`config.mk`:
```
export PLATFORM = sky130hd
export DESIGN_NAME = jk_reg_arbiter
export DESIGN_NICKNAME = d
export VERILOG_FILES = /design/src/rtl/jk_reg_arbiter_pkg.sv /design/src/rtl/jk_reg_arbiter_cell.sv /design/src/rtl/jk_reg_arbiter.sv
export SDC_FILE = /design/constraint.sdc
export NUM_CORES = 1
export LEC_CHECK = 0
export ABC_AREA = 1
export BUFFER_PORTS_ARGS = -buffer_cell sky130_fd_sc_hd__buf_4
export CORE_UTILIZATION = 57
export DETAILED_ROUTE_END_ITERATION = 10
export HOLD_SLACK_MARGIN = 0.15
export PLACE_DENSITY = 0.89
export SLEW_MARGIN = 20
export SYNTH_ARGS = -nofsm -noshare
export SYNTH_HDL_FRONTEND = slang
export SYNTH_SLANG_ARGS = --single-unit
```
`constraint.sdc`:
```
create_clock -name clk -period 8.3 [get_ports clk]
set_input_delay 0.415 -clock clk [delete_from_list [all_inputs] [get_ports clk]]
set_output_delay 0.415 -clock clk [all_outputs]
set_load 0.005 [all_outputs]
```
`src/rtl/jk_reg_arbiter_pkg.sv`:
```
// Shared definitions for the round-robin JK register arbiter: opcodes,
// control FSM states and the command counter width.
package jk_reg_arbiter_pkg;

  localparam logic [1:0] OP_LOAD = 2'b00;
  localparam logic [1:0] OP_SET  = 2'b01;
  localparam logic [1:0] OP_CLR  = 2'b10;
  localparam logic [1:0] OP_TOG  = 2'b11;

  localparam int CNT_W = 16;

  typedef enum logic {
    IDLE   = 1'b0,
    ACTIVE = 1'b1
  } state_e;

endpackage

```
`src/rtl/jk_reg_arbiter_cell.sv`:
```
// Single JK flip-flop bit: hold on 00, clear on 01, set on 10, toggle on 11.
// Synchronous active-high reset clears the bit.
module jk_cell (
  input  logic clk,
  input  logic rst,
  input  logic j,
  input  logic k,
  output logic q,
  output logic qb
);

  logic q_q;
  logic q_d;

  always_comb begin
    q_d = q_q;
    case ({j, k})
      2'b00:   q_d = q_q;
      2'b01:   q_d = 1'b0;
      2'b10:   q_d = 1'b1;
      default: q_d = ~q_q;
    endcase
  end

  always_ff @(posedge clk) begin
    if (rst) begin
      q_q <= 1'b0;
    end else begin
      q_q <= q_d;
    end
  end

  assign q  = q_q;
  assign qb = ~q_q;

endmodule

```
`src/rtl/jk_reg_arbiter.sv`:
```
// Round-robin arbiter granting one requester per cycle access to a shared
// WIDTH-bit register built from JK cells.
module jk_reg_arbiter
  import jk_reg_arbiter_pkg::*;
#(
  parameter int WIDTH = 8,
  parameter int NREQ  = 4
) (
  input  logic                  clk,
  input  logic                  rst,
  input  logic [NREQ-1:0]       req_valid,
  input  logic [2*NREQ-1:0]     req_op,
  input  logic [WIDTH*NREQ-1:0] req_data,
  input  logic [WIDTH*NREQ-1:0] req_mask,
  output logic [NREQ-1:0]       req_ready,
  output logic [2:0]            grant_id,
  output logic [WIDTH-1:0]      q,
  output logic [WIDTH-1:0]      qb,
  output logic                  upd,
  output logic [CNT_W-1:0]      cmd_cnt
);

  // Handshake: a command transfers in any cycle where req_valid[i] and
  // req_ready[i] are both high; the requester keeps op/data/mask stable until
  // then, and dropping valid beforehand withdraws the command.

  state_e             state_q, state_d;
  logic [2:0]         ptr_q, ptr_d;
  logic [CNT_W-1:0]   cnt_q, cnt_d;
  logic [NREQ-1:0]    ready;
  logic [2:0]         gid;
  logic               xfer;
  logic [1:0]         g_op;
  logic [WIDTH-1:0]   g_data, g_mask;
  logic [WIDTH-1:0]   j, k;

  // Search upward from ptr, wrapping at NREQ; first valid requester wins.
  always_comb begin
    int  idx;
    logic found;
    ready = '0;
    gid   = '0;
    found = 1'b0;
    idx   = 0;
    for (int off = 0; off < NREQ; off++) begin
      idx = int'(ptr_q) + off;
      if (idx >= NREQ) idx = idx - NREQ;
      if (!found && req_valid[idx]) begin
        found      = 1'b1;
        ready[idx] = 1'b1;
        gid        = 3'(idx);
      end
    end
    if (rst) begin
      ready = '0;
      gid   = '0;
    end
  end

  assign xfer = |(req_valid & ready);

  always_comb begin
    g_op   = req_op[2*int'(gid) +: 2];
    g_data = req_data[WIDTH*int'(gid) +: WIDTH];
    g_mask = req_mask[WIDTH*int'(gid) +: WIDTH];
    j      = '0;
    k      = '0;
    if (xfer) begin
      case (g_op)
        OP_LOAD: begin j = g_mask & g_data; k = g_mask & ~g_data; end
        OP_SET:  begin j = g_mask;          k = '0;               end
        OP_CLR:  begin j = '0;              k = g_mask;           end
        default: begin j = g_mask;          k = g_mask;           end
      endcase
    end
  end

  always_comb begin
    state_d = state_q;
    ptr_d   = ptr_q;
    cnt_d   = cnt_q;
    case (state_q)
      IDLE:    if (xfer)  state_d = ACTIVE;
      default: if (!xfer) state_d = IDLE;
    endcase
    if (xfer) begin
      ptr_d = (int'(gid) == NREQ - 1) ? 3'd0 : gid + 3'd1;
      cnt_d = cnt_q + 1'b1;
    end
  end

  always_ff @(posedge clk) begin
    if (rst) begin
      state_q <= IDLE;
      ptr_q   <= '0;
      cnt_q   <= '0;
    end else begin
      state_q <= state_d;
      ptr_q   <= ptr_d;
      cnt_q   <= cnt_d;
    end
  end

  for (genvar b = 0; b < WIDTH; b++) begin : g_cell
    jk_cell u_cell (
      .clk (clk),
      .rst (rst),
      .j   (j[b]),
      .k   (k[b]),
      .q   (q[b]),
      .qb  (qb[b])
    );
  end

  assign req_ready = ready;
  assign grant_id  = gid;
  assign upd       = (state_q == ACTIVE);
  assign cmd_cnt   = cnt_q;

endmodule

```
==> out/results.txt <==
The run gives 0 as the initial antenna violation count. After detailed routing, the wire length on met1 is 4220 µm. The instance count after placement with tap cells included was 758. When the netlist entered floorplanning its net count stood at 708.

Dividing total power by cell area gives a power density of 264 nW/µm². STA puts the critical path data arrival time at 4370 ps. The final hold violation count was 0; the floorplan row count was 29. The floorplan die width came out at 83.1 µm.

Setup repair after global routing left no endpoint under its margin. The tools report the maximum resistive drop on vdd as 0.173 mV. The critical path startpoint is ptr_q[0]. The total setup violations reported at the end of the flow is 0, and the count of fill cells added during filler insertion is 561.

The logs give 3640 for the via count of the first global-routing pass and 28 for the total clock sinks. In this run the most critical hold path is launched from ptr_q[2]. The later pin in the worst-skew pair is clocked with a latency of 280 ps.

The mean cell area of the mapped netlist works out to 6.21 µm². TritonCTS built the clock tree. In this run, synthesis inferred 0 flip-flops with an integrated enable. Synthesis produced a netlist whose cell count is 604. The violation count after the first detailed-route iteration was 188. The run gives 0 as the post-cts repair resize count. The area fraction of the dominant cell type after synthesis is 15.3%, and the count of warnings emitted by yosys is 0.

The worst path uses 50.8% of the clock period. The most used flip-flop cell after synthesis is sky130_fd_sc_hd__dfxtp_1. The run gives 790 as the net count reported at finish. Cells with a size suffix above 1 make up 24.7% of the layout. In this run the top signal layer used is met4. The number of distinct library cells after synthesis came out at 36. The total DRC errors in the routed layout is 0. Global routing finished with a remaining overflow of 0. The post-detailed-route via-to-cell ratio was 5.38. Summing all multi-input logic gate instances after layout gives 2510 µm². For the post-route clock skew, the log shows 4.88 ps. The path class of the lowest-slack min-delay path was reg2reg.

The combined global-route utilization of all metal layers is 27.0%, and the layout overhead on the synthesized area is 19.2%. The number of nets with antenna violations after routing is 0. The wire length of the first global-routing pass is 16000 µm, and the count of boundary I/O pins is 118.

The tools report the effective utilization at floorplan as 59.0%. Dividing the detail-routed wire length by the instance count gives 12.5 µm. After detailed routing, the met3 layer carries 549 µm of wire. For the total detailed-routing wirelength, the log shows 9490 µm. Cell taking the most area after synthesis: sky130_fd_sc_hd__nand2_1. Of the synthesized area, sequential elements account for 15.0%. The worst setup path is launched from a flip-flop. The largest driver fanout on the critical path was 53. The worst pin sits at a relative slew slack of 31.3%. The total standard cell area after synthesis was 3750 µm². The critical path is of the reg2reg type. The tools report the flip-flop and latch area as 561 µm².

The weighted congestion at the end of routability-driven global placement was 0.973. For the antenna cell count, the log shows 0. The total number of H-tree levels is 1.

The tree is rooted in a sky130_fd_sc_hd__clkbuf_8. The post-cts hold buffer count is 0, and the maximum buffer depth of the clock tree is 2. The detailed placement HPWL is 7500 µm, and the actual slew at the worst max-slew pin is 1030 ps. The endpoint required time on the critical path was 8460 ps; the area of the core was 6350 µm². The tools report the total met2 wirelength after detailed routing as 4560 µm. Sorting the synthesized cells by area gives the leading types as sky130_fd_sc_hd__nand2_1 15%, sky130_fd_sc_hd__dfxtp_1 15%, sky130_fd_sc_hd__ha_1 8.7%. Minimum period implied by the final worst setup slack: 4220 ps. The count of buffers added on input and output ports is 117. The run gives 0 as the number of max-slew violations in the final report. The launching point of the worst reg2reg path is ptr_q[0]. The chip height came out at 83.1 µm.

The first detailed-routing pass ran for 5 iterations. Entering global routing, the biggest net connects 54 pins. The run gives 6900 µm² as the die area. Max-cap violations in this run came to 0.

Derived from the worst setup path, the maximum achievable clock frequency is 237 MHz. The finished layout holds 762 standard cells, fillers aside. The post-synthesis sequential element count was 28. The capturing element type of the critical path was a flip-flop. After clock tree synthesis, the clock-pin slew on the worst setup and hold paths is 90 ps.

For this run, asynchronously set or reset flops after synthesis account for 0%. The analysis attributes to cell leakage a power of 2.34 nW. TritonCTS created 3 clock buffers. The flow ran to the end, and the final reports show no timing, DRC or antenna violations.

After clock tree synthesis, the setup repair step added 0 buffers. For the setup TNS, the log shows 0 ps. The total via count in the routed design came out at 4100.
flip-flops by register name, summed over array words and instances, names as in the netlist:
register and cells:
g_cell.u_cell.q 8, cmd_cnt 16, ptr_q 3, upd 1
power by group:
part | internal [mW] | leakage (nW) | switching (mW)
Sequential | 0.154 | 0.228 | 0.0285
Clock | 0.0425 | 0.0288 | 0.0428
Combinational | 0.323 | 2.08 | 0.587
cell usage after synthesis (all sizes together) (10+ instances only):
master and instances:
a211oi 16, a21oi 33, buf 36, dfxtp 28
ha 26, inv 95, nand2 170, nand3 55
nand4 24, nor2 61, o21ai 23, xor2 10
area by class of cell:
type                       instances  share of cell area, %
timing repair buffer             118                   19.8
sequential                        28                   12.5
clock buffer                       4                   1.23
tap                               77                   2.16
multi-input combinational        440                   56.2
inverter                          95                   8.04
path summary, 6_finish.rpt:
path	end	slack, ps	depth (start not counted)
worst max-delay path	g_cell[1].u_cell.q	4080	17
worst max register to register	g_cell[1].u_cell.q	4080	17
worst min register to register	ptr_q[2]	490	2
worst min-delay path	ptr_q[2]	490	2
critical path, stage by stage (launching register included):
cell and delay (ps):
sky130_fd_sc_hd__dfxtp_1 810, sky130_fd_sc_hd__inv_2 220, sky130_fd_sc_hd__ha_1 410, sky130_fd_sc_hd__inv_1 100, sky130_fd_sc_hd__nand3_2 90, sky130_fd_sc_hd__nand2_4 150
sky130_fd_sc_hd__a21oi_2 80, sky130_fd_sc_hd__nand2_2 310, sky130_fd_sc_hd__nand3_4 470, sky130_fd_sc_hd__nand2_1 220, sky130_fd_sc_hd__nand3_2 140, sky130_fd_sc_hd__nand3_4 160
sky130_fd_sc_hd__inv_2 70, sky130_fd_sc_hd__o21ai_0 100, sky130_fd_sc_hd__nand2_1 120, sky130_fd_sc_hd__ha_1 320, sky130_fd_sc_hd__a211oi_1 230, sky130_fd_sc_hd__a211oi_1 60
routing by layer:
| layer | vias to the layer above | global-route usage, % |
|---|---|---|
| met3 | 26 | 2.29 |
| met2 | 162 | 46.6 |
| li1 | 2091 | - |
| met4 | 0 | 7.52 |
| met5 | - | 0 |
| met1 | 1821 | 35.9 |
layout by cell type, fill, tap and decap left out, drive strengths merged:
cell / synthesis / layout
nor3b: 1 / 1
a211oi: 16 / 16
nand3: 55 / 55
nor2: 61 / 61
a31oi: 1 / 1
nand4: 24 / 24
a22oi: 1 / 1
ha: 26 / 26
nor4: 1 / 1
dfxtp: 28 / 28
o21ai: 23 / 23
xnor2: 4 / 4
xor2: 10 / 10
inv: 95 / 95
clkbuf: 5 / 4
a21oi: 33 / 33
nor3: 5 / 5
o211ai: 8 / 8
nand3b: 1 / 1
nand2: 170 / 170
buf: 36 / 118
stage by stage:
step | hold WS (ps) | utilization (%) | setup slack (ps) | power, mW | area [µm²]
2_1_floorplan | 452 | - | 5310 | 0.952 | 3750
3_3_place_gp | 472 | 69.5 | 4320 | 1.06 | 4410
3_5_place_dp | 478 | 69.5 | 4120 | 1.09 | 4410
4_1_cts | 492 | 70.3 | 4100 | 1.17 | 4470
5_1_grt | 517 | 70.3 | 3700 | 1.30 | 4470
6_report | 491 | 70.3 | 4080 | 1.18 | 4470
logic make-up after synthesis:
logic type      share of synthesized area [%]
compound gates                           13.0
xor+xnor                                 3.27
fa+ha+maj                                8.68
buf+inv                                  18.1
flops                                    15.0
simple gates                             42.1
Power figures use the tool's default switching activity.
